[config.mk]
export PLATFORM = sky130hd
export DESIGN_NAME = regfile_wb_arbiter
export DESIGN_NICKNAME = d
export VERILOG_FILES = /design/src/rtl/regfile_wb_arbiter.sv
export SDC_FILE = /design/constraint.sdc
export NUM_CORES = 1
export LEC_CHECK = 0
export CORE_ASPECT_RATIO = 0.6
export CORE_UTILIZATION = 46
export DETAILED_ROUTE_END_ITERATION = 7
export PLACE_DENSITY = 0.84
export SYNTH_ARGS = -nofsm -noshare
export SYNTH_HDL_FRONTEND = slang
export SYNTH_SLANG_ARGS = --single-unit
[constraint.sdc]
create_clock -name clk -period 3.66 [get_ports clk]
set_input_delay 0.366 -clock clk [delete_from_list [all_inputs] [get_ports clk]]
set_output_delay 0.366 -clock clk [all_outputs]
set_load 0.02 [all_outputs]
[src/rtl/regfile_wb_arbiter.sv]
// rtl/regfile_wb_arbiter.sv - register-file write-port arbiter with destination scoreboard
//
// Ports:
//   clk, rst                      clock, synchronous active-high reset
//   pipe_wen/waddr/wdata          in-order pipeline writeback
//   req_valid/addr/data, req_ready long-latency write requests {lsu, mdu}
//   alloc_en/unit/addr            long-latency issue, marks destination busy
//   chk_addr_1/2, busy_1/2        issue-side scoreboard lookup
//   stall_pipe                    pipeline must hold its writeback this cycle
//   write_en/addr/data            registered register-file write port

module regfile_wb_arbiter #(
  parameter int ADDR_W       = 5,
  parameter int DATA_W       = 32,
  parameter int STARVE_LIMIT = 4
) (
  input  logic                clk,
  input  logic                rst,
  input  logic                pipe_wen,
  input  logic [ADDR_W-1:0]   pipe_waddr,
  input  logic [DATA_W-1:0]   pipe_wdata,
  input  logic [1:0]          req_valid,
  input  logic [2*ADDR_W-1:0] req_addr,
  input  logic [2*DATA_W-1:0] req_data,
  output logic [1:0]          req_ready,
  input  logic                alloc_en,
  input  logic                alloc_unit,
  input  logic [ADDR_W-1:0]   alloc_addr,
  input  logic [ADDR_W-1:0]   chk_addr_1,
  input  logic [ADDR_W-1:0]   chk_addr_2,
  output logic                busy_1,
  output logic                busy_2,
  output logic                stall_pipe,
  output logic                write_en,
  output logic [ADDR_W-1:0]   write_addr,
  output logic [DATA_W-1:0]   write_data
);

  localparam int NREG  = 1 << ADDR_W;
  localparam int CNT_W = $clog2(STARVE_LIMIT + 1);
  localparam logic [CNT_W-1:0] LIMIT = CNT_W'(STARVE_LIMIT);

  logic [NREG-1:0]             busy_q, busy_d;
  logic [NREG-1:0]             owner_q, owner_d;
  logic                        rr_q, rr_d;
  logic [1:0][CNT_W-1:0]       wait_q, wait_d;
  logic                        stall_q, stall_d;
  logic                        write_en_q, write_en_d;
  logic [ADDR_W-1:0]           write_addr_q, write_addr_d;
  logic [DATA_W-1:0]           write_data_q, write_data_d;

  logic [1:0]                  starved;
  logic                        gnt_pipe, gnt_ll, gnt_unit;
  logic [ADDR_W-1:0]           ll_addr;
  logic [DATA_W-1:0]           ll_data;

  assign starved[0] = (wait_q[0] == LIMIT);
  assign starved[1] = (wait_q[1] == LIMIT);

  // Arbitration: stall cycle serves the starved unit, else pipeline, else round robin.
  always_comb begin
    gnt_pipe = 1'b0;
    gnt_ll   = 1'b0;
    gnt_unit = 1'b0;
    rr_d     = rr_q;
    if (!rst) begin
      if (stall_q) begin
        gnt_ll = |req_valid;
        if (req_valid[0] && starved[0])      gnt_unit = 1'b0;
        else if (req_valid[1] && starved[1]) gnt_unit = 1'b1;
        else if (req_valid == 2'b11)         gnt_unit = rr_q;
        else                                 gnt_unit = req_valid[1];
      end else if (pipe_wen) begin
        gnt_pipe = 1'b1;
      end else if (|req_valid) begin
        gnt_ll = 1'b1;
        if (req_valid == 2'b11) begin
          gnt_unit = rr_q;
          rr_d     = ~rr_q;
        end else begin
          gnt_unit = req_valid[1];
        end
      end
    end
  end

  assign req_ready = gnt_ll ? (gnt_unit ? 2'b10 : 2'b01) : 2'b00;
  assign ll_addr   = gnt_unit ? req_addr[2*ADDR_W-1:ADDR_W] : req_addr[ADDR_W-1:0];
  assign ll_data   = gnt_unit ? req_data[2*DATA_W-1:DATA_W] : req_data[DATA_W-1:0];

  // Write port, wait counters and stall request.
  always_comb begin
    write_en_d   = gnt_pipe | gnt_ll;
    write_addr_d = write_addr_q;
    write_data_d = write_data_q;
    if (gnt_pipe) begin
      write_addr_d = pipe_waddr;
      write_data_d = pipe_wdata;
    end else if (gnt_ll) begin
      write_addr_d = ll_addr;
      write_data_d = ll_data;
    end
    for (int i = 0; i < 2; i++) begin
      if (!req_valid[i] || req_ready[i]) wait_d[i] = '0;
      else if (!starved[i])              wait_d[i] = wait_q[i] + CNT_W'(1);
      else                               wait_d[i] = wait_q[i];
    end
    // Never two stall cycles back to back.
    stall_d = !stall_q && (|starved);
  end

  // Scoreboard: owner-checked clear from grants, then alloc overrides.
  always_comb begin
    busy_d  = busy_q;
    owner_d = owner_q;
    if (gnt_ll && owner_q[ll_addr] == gnt_unit) busy_d[ll_addr] = 1'b0;
    if (alloc_en) begin
      busy_d[alloc_addr]  = 1'b1;
      owner_d[alloc_addr] = alloc_unit;
    end
    busy_d[0] = 1'b0;
  end

  always_ff @(posedge clk) begin
    if (rst) begin
      busy_q       <= '0;
      owner_q      <= '0;
      rr_q         <= 1'b0;
      wait_q       <= '0;
      stall_q      <= 1'b0;
      write_en_q   <= 1'b0;
      write_addr_q <= '0;
      write_data_q <= '0;
    end else begin
      busy_q       <= busy_d;
      owner_q      <= owner_d;
      rr_q         <= rr_d;
      wait_q       <= wait_d;
      stall_q      <= stall_d;
      write_en_q   <= write_en_d;
      write_addr_q <= write_addr_d;
      write_data_q <= write_data_d;
    end
  end

  assign busy_1     = busy_q[chk_addr_1];
  assign busy_2     = busy_q[chk_addr_2];
  assign stall_pipe = stall_q;
  assign write_en   = write_en_q;
  assign write_addr = write_addr_q;
  assign write_data = write_data_q;

endmodule

* Word level (Yosys, flattened, before mapping) *
Index checks and enable logic that the tools add are counted.

word-level totals
  bits in registers = 110
  output and inout bits = 43
  latch bits = 0
  word-level logic and storage cells = 81
  memory bits (read-only) = 0
  memory bits (writable) = 0
  memories kept = 0

operators by class
  equality and inequality tests = 4
  $add $sub $neg = 2
  reduce and logical (&&, ||, !) cells = 17
  muxes and demuxes = 35
  shift operators = 0
  magnitude comparators = 6
  div/mod/pow operators = 0
  bitwise gates (word level) = 7
  multipliers = 0

operators with widths
  kind                                                                                 count
  32-bit two-way mux                                                                   5
  32-bit AND                                                                           1
  32-bit bitwise mux                                                                   1
  32-bit NOT                                                                           1
  32-bit bitwise OR                                                                    1
  5-bit by 6-bit < comparator with 1-bit output, second input constant                 4
  1-bit two-way mux                                                                    19
  1-bit binary-select mux with 5-bit select                                            3
  5-bit two-way mux                                                                    3
  1-bit demux with 5-bit select                                                        2
  5-bit by 1-bit greater-or-equal comparator with 1-bit output, second input constant  2
  2-bit OR reduction                                                                   4
  3-bit by 1-bit adder with 3-bit output, second input constant                        2
  3-bit equality test, second input constant                                           2
  1-bit logical AND                                                                    6
  2-bit two-way mux                                                                    2
  4-bit AND reduction                                                                  1
  1-bit zero test                                                                      3
  1-bit NOT                                                                            3
  2-bit equality test, second input constant                                           1
  1-bit logical OR                                                                     2
  2-bit nonzero test                                                                   1
  1-bit equality test                                                                  1
  1-bit bitwise OR                                                                     1

* Longest topological paths before layout *
  depth after elaboration = 16
  depth in mapped cells = 12
  depth with buffers taken out = 11

* Least setup slack after synthesis *
OpenSTA, ideal clock, no wires.

  path kind = flip-flop to flip-flop
  from = register wait_q[3] (netlist name)
  to = register busy_q[10]
  stages on the path, launching flop included = 12
  path slack = 0.916 ns
  buffers on the path = 0
  required time = 3.513 ns
  library setup time = 0.147 ns
  arrival time = 2.597 ns
  cells stage by stage = dfxtp_1 inv_1 ha_1 and2_1 o21a_1 nand2_1 inv_2 mux2_2 o2111a_1 a211oi_4 mux2i_1 a311oi_1

between the ends
  word-level cells in the longest chain between the ends = 16
  elaborated cells between the ends (all ways) = 21
  those cells by class = order compare: 2; eq/ne: 2; mux: 11; bitwise: 3; reduce/logical: 3

ends and longest elaborated chain
  item                                                                                                                                                 line  source
  start, declared                                                                                                                                      46    logic [1:0][CNT_W-1:0] wait_q, wait_d;
  start signal, assigned                                                                                                                               138   wait_q <= wait_d;
  3-bit equality test *                                                                                                                                58    assign starved[1] = (wait_q[1] == LIMIT);
  1-bit logical AND *                                                                                                                                  70    else if (req_valid[1] && starved[1]) gnt_unit = 1'b1;
  1-bit two-way mux *                                                                                                                                  70
  1-bit two-way mux *                                                                                                                                  69    if (req_valid[0] && starved[0]) gnt_unit = 1'b0;
  1-bit two-way mux *                                                                                                                                  67    if (stall_q) begin
  1-bit two-way mux *                                                                                                                                  66    if (!rst) begin
  5-bit two-way mux                                                                                                                                    88    assign ll_addr = gnt_unit ? req_addr[2*ADDR_W-1:ADDR_W] : req_addr[ADDR_W-1:0];
  5-bit by 6-bit < comparator with 1-bit output (implied by the code) or 5-bit by 1-bit greater-or-equal comparator with 1-bit output (tied branches)  116   if (gnt_ll && owner_q[ll_addr] == gnt_unit) busy_d[ll_addr] = 1'b0;
  1-bit logical AND (implied by the code)                                                                                                              116
  1-bit two-way mux (implied by the code)                                                                                                              116
  1-bit demux with 5-bit select                                                                                                                        116
  32-bit NOT (no source line)                                                                                                                          n/a
  32-bit AND (no source line)                                                                                                                          n/a
  32-bit two-way mux *                                                                                                                                 116
  32-bit bitwise OR (no source line)                                                                                                                   n/a
  32-bit two-way mux *                                                                                                                                 117   if (alloc_en) begin
  end signal, assigned                                                                                                                                 135   busy_q <= busy_d;
  end, declared                                                                                                                                        43    logic [NREG-1:0] busy_q, busy_d;

Mark *: on every way between the ends. The rest lies on a longest branch, timed or not. The select of a mux whose other input is x is not followed.
A chain may end at the register's enable or synchronous reset.

* Worst setup path in the final report *
  from = register wait_q[3] (netlist name)
  to = register busy_q[17]

Same word-level chain as after synthesis.

==> Implementation_results.wiki <==
{| class="wikitable"
! Metric !! Value
|-
| Outcome || completed
|-
| RePlAce Congestion || around 1
|-
| Area after detailed placement || 7990 sq um
|-
| Detailed placement HPWL || roughly 14000 um
|-
| Largest net degree at the start of global routing || 107
|-
| Critical Path AT || ~3.6 ns
|-
| Hold-fix buffers, CTS || 0
|-
| Number of rows in the core area || 32
|-
| Drc violations || 0
|-
| Resized cells post-CTS || 0
|-
| Worst Path Max Fanout || 23
|-
| Maximum clock insertion buffer count || 2
|-
| Worst hold path startpoint || rst
|-
| Final Hold Violating Endpoints || 0
|-
| Clock root buffer master || sky130_fd_sc_hd__clkbuf_16
|-
| Post-synthesis area per instance || around 7.9 sq um
|-
| Router iterations before antenna repair || 5
|-
| Clock slew at the register clock pins of the worst setup and hold paths || ~0.070 ns
|-
| Post-synthesis async set-or-reset flop share || 0%
|-
| Number of distinct library cell variants in the gate-level netlist after synthesis || 49
|-
| Non-filler instance count after layout || 1084
|-
| Area of the mapped netlist || ~6100 sq um
|-
| Finished layout cell area || 8330 sq um
|-
| Number of stages on the worst hold path || 4
|-
| Reg-to-reg slack, setup || roughly 0.24 ns
|-
| Fraction of power spent switching nets || around a quarter
|-
| Sequential Power Share || approximately 43%
|-
| Antenna violations before repair || 0
|-
| Worst Setup End Kind || register
|-
| IO buf count || 175
|-
| Clock sink count || roughly 110
|-
| Clock latency reported for the late side of the worst-skew pair || 0.35 ns
|-
| Pint || 2.15 mW
|-
| Die extent in x || around 150 um
|-
| Endpoint of the most critical register-to-register path || busy_q[17]
|-
| Cells after synthesis || 771
|-
| Worst setup margin || about 0.24 ns
|-
| F_max || between 0.2 and 0.3 GHz
|-
| Flops & latches, synth || between 100 and 150
|-
| Total setup violations reported at the end of the flow || 0
|-
| Clock network fraction of total power || a little under two fifths
|-
| Sum of routed wire length over all layers || between 15000 and 20000 um
|-
| ANT cells || 0
|-
| Maximum Capacitance Violations || 0
|-
| Path type of the worst min-delay path || input port to register
|-
| Synthesized netlist net count || between 900 and 1000
|-
| GRT Total Usage || approximately 30%
|-
| Number of global-route vias before repair || ~6400
|-
| Fraction of layout instances using a drive strength above 1 || approximately 10%
|-
| Global-route congestion overflow total || 0
|-
| Cell total after placement || around 1100
|-
| Leakage dissipation || 2.94 nW
|-
| Wire length of the first global-routing pass || 32300 um
|-
| Hold_ws || 0.388 ns
|-
| Growth of design area from synthesis to finish || 36.2%
|-
| Number of synthesized flops with an enable pin || 0
|-
| Sequential element share of the synthesized area || between 30% and 40%
|-
| Power consumption || ~3 mW
|-
| Startpoint types || register
|-
| End of the worst hold path || wait_q[3]
|-
| Number of buffers created by CTS || 9
|-
| Remaining number of nets flagged by the antenna check after routing || 0
|-
| Initial standard-cell utilization of the core || a little under half
|-
| I/O pin count || roughly 180
|-
| Sum Neg Setup Slack || 0 ns
|-
| Vertical extent of the die || about 90 um
|-
| Most frequent cells in the layout || sky130_fd_sc_hd__clkdlybuf4s50_1 (174), sky130_fd_sc_hd__nand2_1 (165), sky130_fd_sc_hd__dfxtp_1 (109)
|-
| Required time of the critical path || 3.84 ns
|-
| # nets final || 1046
|-
| Part of the power in combinational logic || a little under a fifth
|-
| Die Outline Area || between 10000 and 15000 sq um
|-
| Yosys synthesis warning count || 0
|-
| Power density normalized to cell area || between 300 and 400 nW/um^2
|-
| Worst max-slew margin expressed relative to the limit || ~16%
|-
| Worst voltage drop across the vdd grid || 0.000236 V
|-
| Share of the cycle needed by the critical path after routing || 93.5%
|-
| P_sw || roughly 0.76 mW
|-
| Utilization after layout || between 60% and 70%
|-
| Pre-CTS setup slack || between 0.06 and 0.07 ns
|-
| RSZ-0062 raised after global routing || no
|-
| Most frequently used flop master after synthesis || sky130_fd_sc_hd__dfxtp_1
|-
| Post-CTS setup buffer count || 0
|-
| Initial DRC count || around 660
|-
| Per-cell via count in the routed design || slightly above 6
|-
| Start of the worst register-to-register path || wait_q[3]
|-
| Crit path kind || register to register
|-
| Deepest level of the CTS H-tree || 3
|-
| Fin. max-slew vios || 0
|-
| Worst setup skew after layout || about 0.013 ns
|-
| Cell count of the worst reg-to-reg path || 11
|-
| Transition time at the pin with the least slew margin || 1.25 ns
|-
| Area inside the core boundary || roughly 13000 sq um
|-
| Fin crit period || around 3.4 ns
|-
| Via count || ~6600
|-
| Clock tree from TritonCTS || yes
|-
| Drt wl/cell || ~18 um
|-
| Most common cell after layout, fill and taps aside || sky130_fd_sc_hd__clkdlybuf4s50_1
|}
synth_stat cells, types with 2 or more instances:
cell                         n  share of area (%)
sky130_fd_sc_hd__buf_1       3               0.18
sky130_fd_sc_hd__ha_1        4               0.82
sky130_fd_sc_hd__o211ai_1    2               0.25
sky130_fd_sc_hd__clkbuf_1   64                3.9
sky130_fd_sc_hd__a311oi_1   31                4.4
sky130_fd_sc_hd__nand3b_1    5               0.61
sky130_fd_sc_hd__mux4_2     32                 12
sky130_fd_sc_hd__nor2_1     85                5.2
sky130_fd_sc_hd__a31oi_1    32                3.3
sky130_fd_sc_hd__or3_1       3               0.31
sky130_fd_sc_hd__o21bai_1    2               0.25
sky130_fd_sc_hd__nor3_1      8               0.65
sky130_fd_sc_hd__xnor2_1     2               0.29
sky130_fd_sc_hd__nand2b_1    4               0.41
sky130_fd_sc_hd__mux2_2     11                2.0
sky130_fd_sc_hd__a221oi_1    3               0.43
sky130_fd_sc_hd__mux2i_1     8                1.3
sky130_fd_sc_hd__nand3_1    39                3.2
sky130_fd_sc_hd__and2_1      2               0.20
sky130_fd_sc_hd__and3b_1     2               0.29
sky130_fd_sc_hd__nor3b_1     6               0.74
sky130_fd_sc_hd__a21oi_1    71                5.8
sky130_fd_sc_hd__and3_1      2               0.20
sky130_fd_sc_hd__o21ai_0    39                3.2
sky130_fd_sc_hd__a22oi_1     3               0.37
sky130_fd_sc_hd__inv_1       6               0.37
sky130_fd_sc_hd__nand2_1   166                 10
sky130_fd_sc_hd__a211oi_1    2               0.25
sky130_fd_sc_hd__dfxtp_1   109                 36
sky130_fd_sc_hd__nand4_1     2               0.20
sky130_fd_sc_hd__buf_2       4               0.33
sky130_fd_sc_hd__nor2b_1     2               0.20
power by group through the flow:
stage | logic [mW] | registers (mW) | clock network [mW]
after floorplan | 0.223 | 1.32 | 0
after global placement | 0.543 | 1.28 | 0
after detailed placement | 0.549 | 1.28 | 0
after CTS | 0.553 | 1.25 | 1.11
after global routing | 0.600 | 1.26 | 1.15
final | 0.559 | 1.25 | 1.10
sequential cells by signal (all words and copies together) (netlist names):
signal and flops:
busy_q 31, owner_q 32, rr_q 1, stall_pipe 1, wait_q 6, write_addr 5, write_data 32, write_en 1
layer usage:
layer	routed length [um]	GRT usage (%)	share of wire (%)
met5	0	0	0
met4	248	7.08	1.3
met3	2180	9.55	11
met2	8820	45.2	45
met1	8430	41.0	43
worst max-delay path: stages (launching register included):
cell and delay, ns:
sky130_fd_sc_hd__dfxtp_1 0.33, sky130_fd_sc_hd__inv_1 0.07, sky130_fd_sc_hd__ha_1 0.22, sky130_fd_sc_hd__and2_1 0.21, sky130_fd_sc_hd__o21a_1 0.20, sky130_fd_sc_hd__nand2_2 0.08
sky130_fd_sc_hd__buf_4 0.28, sky130_fd_sc_hd__a311oi_1 0.13, sky130_fd_sc_hd__o2111a_1 0.27, sky130_fd_sc_hd__a211oi_4 0.36, sky130_fd_sc_hd__mux2i_1 0.86, sky130_fd_sc_hd__a311oi_1 0.21
cell families (layout without fill, tap and decap cells):
logic type	count (synthesis)	in the layout	share of synthesized area, %
compound gates	194	194	19.7
flops	109	109	35.7
buf+inv	78	221	4.87
mux	51	51	15.1
xor+xnor	3	3	0.430
fa+ha+maj	4	4	0.818
simple gates	332	332	23.4
layout make-up:
cell class	instances	area (sq um)
Inverter	7	26.3
Clock inverter	4	78.8
Tap cell	170	213
Timing Repair Buffer	198	1920
Sequential cell	109	2180
Clock buffer	12	256
Fill cell	1097	4560
Multi-Input combinational cell	584	3650
worst max path at each step:
stage | from | to | slack (ns) | depth (start not counted)
after global placement | req_valid[1] | busy_q[11] | 0.15 | 10
after global routing | wait_q[3] | busy_q[25] | 0.06 | 11
after detailed placement | req_valid[1] | busy_q[9] | 0.06 | 10
after floorplan | wait_q[3] | busy_q[10] | 0.92 | 11
final | wait_q[3] | busy_q[17] | 0.24 | 11
after CTS | chk_addr_1[0] | busy_1 | 0.22 | 5
No activity file was read; power rests on OpenSTA's default activity.
